**config.mk**
```make
export PLATFORM = sky130hd
export DESIGN_NAME = note_detector
export DESIGN_NICKNAME = d
export VERILOG_FILES = /design/src/rtl/note_detect_pkg.sv /design/src/rtl/tone_sync_edge.sv /design/src/rtl/note_detector.sv
export SDC_FILE = /design/constraint.sdc
export NUM_CORES = 1
export LEC_CHECK = 0
export ABC_AREA = 0
export CAP_MARGIN = 20
export CORE_MARGIN = 3
export CORE_UTILIZATION = 29
export DETAILED_ROUTE_END_ITERATION = 6
export PLACE_DENSITY = 0.52
export REMOVE_ABC_BUFFERS = 1
export SETUP_SLACK_MARGIN = 0.02
export SYNTH_ARGS = -nofsm -noshare
export SYNTH_HDL_FRONTEND = slang
export SYNTH_SLANG_ARGS = --single-unit
```
**constraint.sdc**
```tcl
create_clock -name clk -period 8.5 [get_ports clk]
set_input_delay 1.7 -clock clk [delete_from_list [all_inputs] [get_ports clk]]
set_output_delay 1.7 -clock clk [all_outputs]
set_load 0.02 [all_outputs]
```
**src/rtl/note_detect_pkg.sv**
```systemverilog
// note_detect_pkg: note indices, frequency table, period/threshold helpers and FSM states
package note_detect_pkg;

    localparam logic [3:0] NOTE_C4   = 4'd0;
    localparam logic [3:0] NOTE_CS4  = 4'd1;
    localparam logic [3:0] NOTE_D4   = 4'd2;
    localparam logic [3:0] NOTE_DS4  = 4'd3;
    localparam logic [3:0] NOTE_E4   = 4'd4;
    localparam logic [3:0] NOTE_F4   = 4'd5;
    localparam logic [3:0] NOTE_FS4  = 4'd6;
    localparam logic [3:0] NOTE_G4   = 4'd7;
    localparam logic [3:0] NOTE_GS4  = 4'd8;
    localparam logic [3:0] NOTE_A4   = 4'd9;
    localparam logic [3:0] NOTE_AS4  = 4'd10;
    localparam logic [3:0] NOTE_B4   = 4'd11;
    localparam logic [3:0] NOTE_NONE = 4'd15;

    localparam int unsigned NOTE_FREQ [12] = '{262, 277, 294, 311, 330, 349, 370, 392, 415, 440, 466, 494};

    typedef enum logic [1:0] {IDLE, MEASURE, CLASSIFY} state_t;

    // full period in clk cycles, matching the tone generators' half-period rounding
    function automatic int unsigned note_period(input int unsigned clk_hz, input logic [3:0] k);
        return 2 * (clk_hz / 2 / NOTE_FREQ[k] + 1);
    endfunction

    // midpoint to the next higher note; entry 11 is the lower band limit
    function automatic int unsigned note_thresh(input int unsigned clk_hz, input logic [3:0] k);
        int unsigned p11 = note_period(clk_hz, 4'd11);
        if (k < 4'd11)
            return (note_period(clk_hz, k) + note_period(clk_hz, k + 4'd1)) / 2;
        return p11 - (note_period(clk_hz, 4'd10) - p11) / 2;
    endfunction

    // periods above this are slower than anything near C4
    function automatic int unsigned note_upper(input int unsigned clk_hz);
        int unsigned p0 = note_period(clk_hz, 4'd0);
        return p0 + (p0 - note_period(clk_hz, 4'd1)) / 2;
    endfunction

endpackage

```
**src/rtl/tone_sync_edge.sv**
```systemverilog
// tone_sync_edge: 2-FF synchroniser for an async pin plus rising-edge pulse
module tone_sync_edge (
    input  logic clk,
    input  logic reset,
    input  logic din,
    output logic rise
);
    logic [2:0] sr;
    // two synchroniser stages followed by one history stage for edge detection
    always_ff @(posedge clk)
        if (reset) sr <= '0;
        else sr <= {sr[1:0], din};
    assign rise = sr[1] & ~sr[2];
endmodule

```
**src/rtl/note_detector.sv**
```systemverilog
// note_detector: measures the tone_in period and classifies it as C4..B4 (NOTE_CONFIRM_EN: commit only on two agreeing classifications)
module note_detector
    import note_detect_pkg::*;
#(
    parameter int unsigned CLK_HZ      = 50_000_000,
    parameter int          CNT_W       = 25,
    parameter int unsigned TIMEOUT_CYC = 400_000
) (
    input  logic             clk,
    input  logic             reset,
    input  logic             tone_in,
    output logic [3:0]       note_idx,
    output logic             note_valid,
    output logic             note_strobe,
    output logic [CNT_W-1:0] period
);
    localparam logic [CNT_W-1:0] UPPER   = CNT_W'(note_upper(CLK_HZ));
    localparam logic [CNT_W-1:0] TIMEOUT = CNT_W'(TIMEOUT_CYC);

    state_t           state, state_d;
    logic             rise, agree, valid_d, strobe_d;
    logic [CNT_W-1:0] cnt, cnt_d, per_q, per_q_d, period_d;
    logic [3:0]       k, k_d, hit, hit_d, hit_now, res, idx_d;
    logic [CNT_W-1:0] thr [12];
`ifdef NOTE_CONFIRM_EN
    logic [3:0]       cand, cand_d;
`endif

    tone_sync_edge u_sync (
        .clk   (clk),
        .reset (reset),
        .din   (tone_in),
        .rise  (rise)
    );

    for (genvar i = 0; i < 12; i++) begin : g_thr
        assign thr[i] = CNT_W'(note_thresh(CLK_HZ, 4'(i)));
    end

    // next-state, counter, sequential table scan and output update
    always_comb begin
        state_d  = state;
        cnt_d    = &cnt ? cnt : cnt + 1'b1;
        per_q_d  = per_q;
        k_d      = k;
        hit_d    = hit;
        idx_d    = note_idx;
        valid_d  = note_valid;
        strobe_d = 1'b0;
        period_d = period;
        hit_now  = (hit == NOTE_NONE && per_q > thr[k]) ? k : hit;
        res      = per_q > UPPER ? NOTE_NONE : hit_now;
`ifdef NOTE_CONFIRM_EN
        cand_d   = cand;
        agree    = res == cand;
`else
        agree    = 1'b1;
`endif
        case (state)
            IDLE: begin
                if (rise) begin
                    cnt_d   = '0;
                    state_d = MEASURE;
                end
            end
            MEASURE: begin
                if (rise) begin
                    per_q_d = cnt + 1'b1;
                    cnt_d   = '0;
                    hit_d   = NOTE_NONE;
                    state_d = CLASSIFY;
                end else if (cnt == TIMEOUT) begin
                    state_d  = IDLE;
                    idx_d    = NOTE_NONE;
                    valid_d  = 1'b0;
                    strobe_d = note_valid;
`ifdef NOTE_CONFIRM_EN
                    cand_d   = NOTE_NONE;
`endif
                end
            end
            CLASSIFY: begin
                if (rise) cnt_d = '0;
                hit_d = hit_now;
                k_d   = k == 4'd11 ? 4'd0 : k + 4'd1;
                if (k == 4'd11) begin
                    state_d = MEASURE;
`ifdef NOTE_CONFIRM_EN
                    cand_d  = res;
`endif
                    if (agree) begin
                        idx_d    = res;
                        valid_d  = res != NOTE_NONE;
                        period_d = per_q;
                        strobe_d = 1'b1;
                    end
                end
            end
            default: state_d = IDLE;
        endcase
    end

    // state and datapath registers
    always_ff @(posedge clk) begin
        if (reset) begin
            state       <= IDLE;
            cnt         <= '0;
            per_q       <= '0;
            k           <= '0;
            hit         <= NOTE_NONE;
            note_idx    <= NOTE_NONE;
            note_valid  <= 1'b0;
            note_strobe <= 1'b0;
            period      <= '0;
`ifdef NOTE_CONFIRM_EN
            cand        <= NOTE_NONE;
`endif
        end else begin
            state       <= state_d;
            cnt         <= cnt_d;
            per_q       <= per_q_d;
            k           <= k_d;
            hit         <= hit_d;
            note_idx    <= idx_d;
            note_valid  <= valid_d;
            note_strobe <= strobe_d;
            period      <= period_d;
`ifdef NOTE_CONFIRM_EN
            cand        <= cand_d;
`endif
        end
    end
endmodule

```
==> results.json, run 1 <==
{
  "ir_worst_vdd_mv": 0.0770,
  "final_layout_size_suffix_gt1_frac": 0.0921,
  "synth_top_family_by_area": "simple AND/OR/NAND/NOR gates",
  "dieArea_um2": 18400,
  "cts_buffers": 9,
  "synth_cells": 576,
  "synth_edf_count": 0,
  "r2r_end": "note_valid",
  "setup_total_negative_slack_ns": 0,
  "final-instance-count-excl-fill": 813,
  "row_count": 46,
  "syn_avg_cell_area_um2": 8.47,
  "period_needed_ns": 3.45,
  "combPwrFrac": 0.078,
  "grt_max_degree": 62,
  "h-tree-depth": 3,
  "crit_required_ns": 8.75,
  "max_stage_delay_ns": 0.67,
  "syn_area_um2": 4880,
  "yosys_warnings": 0,
  "cts_tree": "built",
  "fin_skew_ns": 0.00957,
  "max_clock_freq_ghz": 0.290,
  "reg2regPathDepth": 11,
  "final_common_cell": "dfxtp_1",
  "relSlewSlack": 0.400,
  "antenna_found_initial": 0,
  "p_int_mw": 0.678,
  "area_growth_pct": 16.2,
  "drc": 0,
  "r2r_slack_ns": 5.05,
  "cts_hold_buf": 0,
  "hp-class": "flip-flop to flip-flop",
  "drv_slew": 0,
  "cts_setup_buffers": 0,
  "setup_viol": 0,
  "power.density_nw_per_um2": 163,
  "cpMostUsedCell": "ha_1",
  "dp_hpwl_mm": 8.70,
  "nFillCells": 1641,
  "route.vias.total": 4160,
  "port_buffers": 33,
  "cts_resized": 0,
  "grt_use_total": 0.138,
  "fp.dieH_um": 136,
  "grt-ovfl-total": 0,
  "clock-sinks": 94,
  "endpoint": "note_valid",
  "reg2reg_from": "k[1]",
  "fin_nets": 630,
  "core-area_um2": 16200,
  "layout_common_cells": "dfxtp_1, nand2_1, nor2_1",
  "ios": 34,
  "hold_viol": 0,
  "total_power_mw": 0.924,
  "worst_pin_slew_ns": 0.899,
  "seq_area_frac_synth": 0.386,
  "switching_power_mw": 0.246,
  "end_kind": "flip-flop",
  "yosys.area_share.simple": 0.208,
  "dr.pass1.iters": 4,
  "yosysUniqueCellTypes": 52,
  "die_x_um": 136,
  "synth_compound_area_frac": 0.202,
  "ant_nets": 0,
  "clk_latency_ns": 0.35,
  "synth_xor_area_frac": 0.0449,
  "critPathLaunch": "k[1]",
  "drt-initial-drc-count": 385,
  "placed_cells": 794,
  "synth_ff_type": "dfxtp_1",
  "clockRootBuffer": "clkbuf_16",
  "clockBufferDepth": 2,
  "arrival_ns": 3.71,
  "cp_slowest_cell": "or4_1",
  "leakage_nw": 1.93,
  "fin_hold_ws_ns": 0.440,
  "rsz0062_at_grt": "no",
  "switching_share": 0.266,
  "power_frac_clock": 0.426,
  "n_antenna_cell": 0,
  "gp_congestion": 0.873,
  "path_cells": "inv_1 > ha_1 > nor2b_1 > a21oi_1 > o21ai_0 > ha_1 > nand4_1 > or4_1 > o211ai_1 > o221ai_1 > a22o_1",
  "post_drt_wl_per_cell_um": 15.1,
  "seqPwrFrac": 0.496,
  "start_util": 0.302,
  "start_kind": "flip-flop",
  "synth_seq_cells": 94,
  "grt_pass1_vias": 3951,
  "yosys.area_share.adder": 0.0898,
  "maxCapViolations": 0,
  "async_flop_share": 0,
  "outcome": "finished, final reports clean",
  "fin_crit_sh": 0.406,
  "crit_type": "flip-flop to flip-flop",
  "final_util": 0.350,
  "synthMuxAreaShare": 0.0190,
  "cp_max_fo": 13,
  "cts.clk_slew.worst_paths_ns": 0.07,
  "wl_mm": 12.3,
  "grt_pass1_wl_mm": 20.3,
  "viasPerCell": 5.12
}
[worst min path at each step]
stage	start	endpoint	slack, ns	cells after the start
6_report	u_sync.sr[0]	u_sync.sr[1]	0.44	1
3_5_place_dp	u_sync.sr[0]	u_sync.sr[1]	0.43	1
3_3_place_gp	u_sync.sr[0]	u_sync.sr[1]	0.43	1
4_1_cts	u_sync.sr[0]	u_sync.sr[1]	0.44	1
5_1_grt	u_sync.sr[0]	u_sync.sr[1]	0.47	1
2_1_floorplan	u_sync.sr[0]	u_sync.sr[1]	0.41	1
[registers in the layout (all words and copies together) (netlist names)]
signal and cells:
hit 4, note_strobe 1, per_q 25, cnt 25, note_valid 1, period 25
u_sync.sr 3, k 4, state 2, note_idx 4
[layout make-up]
type	count	area [µm²]	share of cell area
tap	216	270	0.0477
clock inverter	7	57.6	0.0102
inverter	22	82.6	0.0146
clock buffer	9	225	0.0397
multi-input combinational	427	2760	0.487
sequential	94	1880	0.332
timing repair buffer	38	390	0.0689
[cell families (layout without fill, tap and decap cells)]
kind of cell	Yosys count	in the layout
buffers and inverters	55	76
adder cells (fa/ha/maj)	35	35
flip-flops	94	94
AO/OA/AOI/OAI	145	145
AND/OR/NAND/NOR	213	213
XOR/XNOR	25	25
multiplexers	9	9
[synth_stat cells (8+ instances only)]
master	count	area, µm²
inv_1	22	82.6
dfxtp_1	94	1880
clkbuf_1	28	105
a21oi_1	50	250
a21oi_2	20	175
ha_1	35	438
nand4_1	14	87.6
nor2_1	56	210
a211oi_1	27	203
nand3_1	19	95.1
xor2_1	17	149
xnor2_1	8	70.1
o21ai_0	18	90.1
nand2_1	77	289
[per-stage QoR]
stage / setup slack (ns) / area (µm²)
floorplan: 5.47 / 4710
finish: 5.05 / 5670
global route: 4.80 / 5670
CTS: 5.08 / 5620
global placement: 5.15 / 5330
detailed placement: 5.10 / 5330
[power groups by stage]
| stage | registers, mW | clock network [mW] | logic [mW] |
|---|---|---|---|
| after floorplan | 0.465 | 0 | 0.0507 |
| after global placement | 0.469 | 0 | 0.0692 |
| after detailed placement | 0.469 | 0 | 0.0709 |
| after CTS | 0.459 | 0.404 | 0.0713 |
| after global routing | 0.460 | 0.421 | 0.0812 |
| final | 0.459 | 0.394 | 0.0719 |
[metal layers]
layer  wire (µm)  GRT usage
met2        5880      0.228
met5           0          0
met4         237     0.0543
met1        5730      0.176
met3         421     0.0286
[critical path: cells and delay by family, from the launching register on]
family	cells	cell delay (ns)
AOI/OAI and AO/OA	5	0.84
adders and majority gates	2	0.73
buffers and inverters	1	0.22
DFF	1	0.61
and+or+nand+nor	3	0.95
(Power assumes the default switching activity.)
==> run 2, diff against run 1 <==
Settings changed: PLACE_DENSITY 0.52 to 0.54.
Clock period 8.5 ns to 2.8 ns, I/O delays scaled along.
==> run 2 against run 1 <==
Effect of this change:
- global-route usage is 0.25 points higher
- core utilization is 2.3 points higher
- final area is 6.6% higher
- critical path type unchanged
==> results.json, run 2 (synthesized netlist as in run 1, its figures left out) <==
{
  "die_x_um": 136,
  "leakage_nw": 2.11,
  "ant_nets": 0,
  "start_kind": "flip-flop",
  "grt_use_total": 0.140,
  "layout_common_cells": "dfxtp_1, nand2_1, nor2_1",
  "clockRootBuffer": "clkbuf_16",
  "drc": 0,
  "clockBufferDepth": 2,
  "end_kind": "flip-flop",
  "hp-class": "flip-flop to flip-flop",
  "fin_nets": 663,
  "setup_viol": 0,
  "worst_pin_slew_ns": 0.678,
  "dieArea_um2": 18400,
  "area_growth_pct": 23.8,
  "cts.clk_slew.worst_paths_ns": 0.07,
  "fin_hold_ws_ns": 0.448,
  "wl_mm": 12.8,
  "outcome": "finished, final reports clean",
  "final-instance-count-excl-fill": 846,
  "grt_max_degree": 61,
  "dpl_worst_slack_ns": -0.138,
  "drt-initial-drc-count": 266,
  "grt-ovfl-total": 0,
  "drv_slew": 0,
  "clock-sinks": 94,
  "clk_latency_ns": 0.35,
  "row_count": 46,
  "multi_input_area_um2": 2890,
  "power.density_nw_per_um2": 466,
  "arrival_ns": 2.97,
  "post_drt_wl_per_cell_um": 15.2,
  "maxCapViolations": 0,
  "grt_pass1_vias": 4053,
  "antenna_found_initial": 0,
  "start_util": 0.302,
  "placed_cells": 826,
  "grt_pass1_wl_mm": 20.7,
  "crit_required_ns": 3.07,
  "nFillCells": 1628,
  "cts_buffers": 9,
  "gp_congestion": 0.847,
  "relSlewSlack": 0.548,
  "h-tree-depth": 3,
  "cts_hold_buf": 0,
  "n_antenna_cell": 0,
  "final_layout_size_suffix_gt1_frac": 0.175,
  "fin_skew_ns": 0.00765,
  "dr.pass1.iters": 4,
  "cts_tree": "built",
  "core-area_um2": 16200,
  "seq_area_um2": 1890,
  "fin_crit_sh": 0.962,
  "ir_worst_vdd_mv": 0.232,
  "fp.dieH_um": 136,
  "crit_type": "flip-flop to flip-flop",
  "max_clock_freq_ghz": 0.371,
  "route.vias.total": 4242,
  "port_buffers": 33,
  "setup_slack_ns": 0.107,
  "hold_viol": 0,
  "ios": 34,
  "final_common_cell": "dfxtp_1",
  "period_needed_ns": 2.69,
  "viasPerCell": 5.01,
  "rsz0062_at_grt": "yes",
  "reg_top3": "cnt x25, per_q x25, period x25",
  "cp_max_fo": 6,
  "dp_hpwl_mm": 9.21
}
[run 2: cell types whose count changed in the layout (fill, tap and decap cells not counted), sizes merged]
| cell | delta |
|---|---|
| buf | +32 |
| or4 | +1 |
[run 2: power by group]
group	leakage [nW]	internal [mW]	total (mW)	switching [mW]
registers	0.761	1.36	1.39	0.0308
clock network	0.134	0.615	1.18	0.568
logic	1.21	0.0967	0.241	0.144
total	2.11	2.07	2.81	0.743
[run 2: final cells by class]
| class | count | share of cell area |
|---|---|---|
| timing repair buffer | 70 | 0.103 |
| sequential | 94 | 0.313 |
| tap | 216 | 0.0447 |
| clock inverter | 7 | 0.00953 |
| multi-input combinational | 428 | 0.478 |
| clock buffer | 9 | 0.0373 |
| inverter | 22 | 0.0145 |
[run 2: worst max-delay path, stage by stage, from the launching register on]
cell	delay [ns]
dfxtp_4	0.38
inv_4	0.04
ha_4	0.23
nor2b_4	0.13
a21oi_2	0.09
o21ai_1	0.07
ha_1	0.30
nand4_1	0.17
or4_4	0.63
buf_4	0.16
or2_4	0.25
a41oi_2	0.17
[run 2: per-stage QoR]
step / area (µm²) / setup TNS (ns) / utilization / power, mW
2_1_floorplan: 4710 / -1.31 / - / 1.57
3_3_place_gp: 5590 / -0.394 / 0.345 / 1.64
3_5_place_dp: 5590 / -0.606 / 0.345 / 1.65
4_1_cts: 5920 / 0 / 0.366 / 2.83
5_1_grt: 6040 / -0.0110 / 0.374 / 2.93
6_report: 6040 / 0 / 0.374 / 2.81
[run 2: worst paths after layout]
path              slack, ns      endpoint    startpoint  cells past startpoint
setup / recovery       0.11        hit[0]          k[1]                     11
hold / removal         0.45  u_sync.sr[1]  u_sync.sr[0]                      1
setup reg to reg       0.11        hit[0]          k[1]                     11
hold reg to reg        0.45  u_sync.sr[1]  u_sync.sr[0]                      1
[run 2: repair_timing]
action,CTS,global route
pin swaps,7,13
buffers inserted,2,1
setup endpoints to repair,9,9
cloned,1,0
gates resized for setup,10,31
[run 2: layer usage]
| layer | part of all wire | wire length (µm) | GRT usage |
|---|---|---|---|
| met4 | 0.018 | 233 | 0.0554 |
| met3 | 0.033 | 417 | 0.0249 |
| met2 | 0.48 | 6100 | 0.229 |
| met5 | 0 | 0 | 0 |
| met1 | 0.47 | 6080 | 0.184 |
==> run 3, diff against run 2 <==
Settings changed: PLACE_DENSITY 0.54 to default.
==> run 3 against run 2 <==
Effect of this change:
- critical path depth grew 1
- clock power is essentially flat
- sequential power is essentially flat
- highest routed layer unchanged
- largest power group unchanged
- via count grew 1.2%
==> results.json, run 3 (synthesized netlist as in run 1, its figures left out) <==
{
  "outcome": "finished, final reports clean",
  "clockBufferDepth": 2,
  "fin_nets": 661,
  "start_kind": "flip-flop",
  "max_clock_freq_ghz": 0.369,
  "drt-initial-drc-count": 284,
  "viasPerCell": 5.09,
  "relSlewSlack": 0.562,
  "cp_max_fo": 6,
  "gp_congestion": 0.863,
  "port_buffers": 33,
  "row_count": 46,
  "clock-sinks": 94,
  "ir_worst_vdd_mv": 0.230,
  "dieArea_um2": 18400,
  "reg_top3": "cnt x25, per_q x25, period x25",
  "end_kind": "flip-flop",
  "grt-ovfl-total": 0,
  "layout_common_cells": "dfxtp_1, nand2_1, nor2_1",
  "drv_slew": 0,
  "grt_pass1_vias": 4036,
  "setup_viol": 0,
  "crit_type": "flip-flop to flip-flop",
  "cp_slowest_cell": "or4_4",
  "ant_nets": 0,
  "hold_viol": 0,
  "nFillCells": 1591,
  "start_util": 0.302,
  "dp_hpwl_mm": 8.91,
  "final_common_cell": "dfxtp_1",
  "worst_pin_slew_ns": 0.651,
  "crit_required_ns": 3.07,
  "fp.dieH_um": 136,
  "post_drt_wl_per_cell_um": 14.9,
  "cts.clk_slew.worst_paths_ns": 0.07,
  "cts_buffers": 9,
  "path_cells": "inv_2 > ha_4 > buf_4 > buf_4 > nor2_1 > a21oi_1 > ha_1 > nand2_2 > or4_4 > buf_4 > or2_1 > a41oi_2",
  "cts_hold_buf": 0,
  "core-area_um2": 16200,
  "hp-class": "flip-flop to flip-flop",
  "grt_max_degree": 61,
  "h-tree-depth": 3,
  "antenna_found_initial": 0,
  "dr.pass1.iters": 6,
  "leakage_nw": 2.10,
  "clockRootBuffer": "clkbuf_16",
  "power.density_nw_per_um2": 469,
  "fin_hold_ws_ns": 0.445,
  "maxCapViolations": 0,
  "arrival_ns": 2.98,
  "cpMostUsedCell": "buf_4",
  "wl_mm": 12.6,
  "grt_use_total": 0.135,
  "period_needed_ns": 2.71,
  "die_x_um": 136,
  "max_stage_delay_ns": 0.57,
  "n_antenna_cell": 0,
  "grt_pass1_wl_mm": 20.2,
  "final_layout_size_suffix_gt1_frac": 0.177,
  "cts_tree": "built",
  "fin_crit_sh": 0.967,
  "ios": 34,
  "route.vias.total": 4293,
  "drc": 0,
  "area_growth_pct": 23.9,
  "final_util": 0.374,
  "fin_skew_ns": 0.00636,
  "clk_latency_ns": 0.35
}
==> run 3: what timing repair did <==
| action | CTS | global route |
|---|---|---|
| gates cloned | 0 | 1 |
| setup buffers | 0 | 5 |
| resized for setup | 2 | 35 |
| endpoints found under the setup margin | 7 | 9 |
| pin swaps | 0 | 19 |
==> run 3: layout make-up <==
class / instances / area, µm² / share of cell area
well taps: 216 / 270 / 0.0447
clock buffers: 9 / 225 / 0.0373
multi-input cells: 428 / 2910 / 0.481
repair buffers: 68 / 601 / 0.0993
inverters: 22 / 82.6 / 0.0137
flip-flops and latches: 94 / 1890 / 0.313
clock inverters: 7 / 66.3 / 0.0110
==> run 3: per-stage QoR <==
step	total power, mW	std cells	setup slack [ns]	TNS (ns)	cell area, µm²
2_1_floorplan	1.57	543	-0.228	-1.31	4710
3_5_place_dp	1.65	822	-0.105	-0.268	5560
6_report	2.84	844	0.0935	0	6050
5_1_grt	2.96	844	-0.00105	-0.00105	6050
3_3_place_gp	1.64	822	-0.0342	-0.0815	5560
4_1_cts	2.85	838	0.0191	0	5850
==> run 3: path summary, 6_finish.rpt <==
kind,startpoint,endpoint,slack [ns],cells past startpoint
worst max register to register,k[1],hit[1],0.09,12
worst min register to register,u_sync.sr[0],u_sync.sr[1],0.44,1
worst min-delay path,u_sync.sr[0],u_sync.sr[1],0.44,1
worst max-delay path,k[1],hit[1],0.09,12
==> run 3: power breakdown <==
part	switching (mW)	internal (mW)	leakage [nW]
Combinational	0.148	0.103	1.20
Clock	0.574	0.623	0.141
Sequential	0.0298	1.36	0.762
Total	0.751	2.08	2.10
==> run 3: per-layer routing <==
metal,vias to the layer above,wire length (µm),GRT usage
li1,2144,-,-
met1,2037,5500,0.165
met2,87,6430,0.243
met3,25,453,0.0267
met4,0,212,0.0381
met5,-,0,0
==> run 3: critical path, delay by kind of cell (launching register included) <==
family                     cells  cell delay, ns
AOI/OAI and AO/OA              2            0.22
adders and majority gates      2            0.56
buffers and inverters          4            0.46
DFF                            1            0.36
and+or+nand+nor                4            1.02
==> RTL edit (flow settings as in run 3) <==
`CNT_W`: 25 -> 21.
--- a/src/rtl/note_detector.sv
+++ b/src/rtl/note_detector.sv
@@ -3,7 +3,7 @@
     import note_detect_pkg::*;
 #(
     parameter int unsigned CLK_HZ      = 50_000_000,
-    parameter int          CNT_W       = 25,
+    parameter int          CNT_W       = 21,
     parameter int unsigned TIMEOUT_CYC = 400_000
 ) (
     input  logic             clk,
Ports: changed (resized period); port bits go from 34 to 30. The function was not compared with the original's and may differ.
==> RTL edit against run 3 <==
Wire length shrank 17%. Total power decreased by 10%. Sequential cell count decreased by 12. First-iteration DRC count fell by 33%. Sequential share of layout area up 0.71 points. Area after synthesis shrank 14%. Cell area decreased by 15%. Worst setup slack improved by 0.065 ns. Largest power group unchanged. Highest routed layer unchanged.
==> RTL edit: results (changes against run 3) <==
* Final Core Density at 36.73% (-0.66 points)
* First-pass GRT wire length at 17000 µm (-16%)
* Biggest regs: cnt x21, per_q x21, period x21
* Skew-Pair Late Insertion Delay at 0.33 ns (-0.02 ns)
* Routing usage on met1 at 15.97% (-0.51 points)
* Final Wtd Congestion at 0.8191 (-5.1%)
* DRT iter0 DRCs at 190 (-33%)
* DR pass1 iterations at 4 (-2)
* Status: completed
* Non-CTS inverters at 15 (-32%)
* Met3 Use GR at 3.393% (+0.72 points)
* Layout fillers at 1379 (-13%)
* Crit path largest cell delay at 0.55 ns (-0.02 ns)
* XOR/XNOR Fraction of Synth Area at 4.406% (-0.082 points)
* Met2 Use GR at 21.41% (-2.8 points)
* Place WS at 0.09071 ns (+0.1960 ns)
* Ranking of synthesized cells by area: dfxtp_1 39%, ha_1 10%, a21oi_1 7.3%
* CP max FO at 5 (-1)
* Portion of the layout cell area used by clock cells at 5.602% (+0.78 points)
* Post-synth top cells: 82 x dfxtp_1, 69 x nand2_1, 61 x a21oi_1, 47 x nor2_1, 34 x ha_1
* Fin Hold WS at 0.4482 ns (+0.003598 ns)
* Reg2reg start: k[0]$_SDFFE_PP0P_
* Reg2reg end: note_valid$_SDFFE_PP0P_
* Area after DPL at 4752 µm² (-14%)
* Sequential cell area share at 32.00% (+0.71 points)
* Maximum vdd drop at 0.0002567 V (+12%)
* Total Power at 2.541 mW (-10%)
* Adder-cell area share of the yosys netlist at 10.19% (+1.2 points)
* Post-DP HPWL at 7807 µm (-12%)
* Post-Place Cells at 698 (-15%)
* Largest net degree at the start of global routing at 42 (-31%)
* Share of cells above drive strength 1 at 13.04% (-4.6 points)
* Clock sink total at 82 (-13%)
* Post-Route WL at 10470 µm (-17%)
* Vias in the first global route at 3455 (-14%)
-- RTL edit: cell count changes after synthesis, moves of 9 or more --
| cell | run 3 | this run |
|---|---|---|
| a21oi_2 | 20 | 0 |
| clkbuf_1 | 28 | 19 |
| a21oi_1 | 50 | 61 |
| nand3_1 | 19 | 9 |
| xor2_1 | 17 | 8 |
| nor2_1 | 56 | 47 |
| dfxtp_1 | 94 | 82 |
-- RTL edit: worst max-delay path by stage --
| stage | from | endpoint | slack, ns | cells past startpoint |
|---|---|---|---|---|
| final | k[0]$_SDFFE_PP0P_ | note_valid$_SDFFE_PP0P_ | 0.16 | 10 |
| after global routing | k[1]$_SDFFE_PP0P_ | note_valid$_SDFFE_PP0P_ | -0.008 | 11 |
| after CTS | k[0]$_SDFFE_PP0P_ | note_valid$_SDFFE_PP0P_ | 0.07 | 11 |
| after detailed placement | k[0]$_SDFFE_PP0P_ | note_valid$_SDFFE_PP0P_ | 0.09 | 11 |
| after global placement | k[0]$_SDFFE_PP0P_ | note_valid$_SDFFE_PP0P_ | 0.13 | 11 |
| after floorplan | k[1]$_SDFFE_PP0P_ | note_valid$_SDFFE_PP0P_ | -0.03 | 10 |
-- RTL edit: metal layers --
layer / up-vias / part of all wire (%)
met5: - / 0
met4: 0 / 3.0
met3: 23 / 3.8
met2: 55 / 49
met1: 1689 / 45
li1: 1821 / -
-- RTL edit: worst max-delay path: cells and delay by family, from the launching register on --
family	cells	cell delay (ns)
AOI/OAI and AO/OA	4	0.71
DFF	1	0.36
muxes	1	0.13
buffers and inverters	1	0.08
and+or+nand+nor	2	0.69
adders and majority gates	2	0.58
-- RTL edit: repair_timing --
| item | in CTS | in global routing |
|---|---|---|
| setup endpoints to repair | 0 | 8 |
| buffers inserted | 0 | 3 |
| resized for setup | 0 | 18 |
| hold endpoints to repair | 0 | 0 |
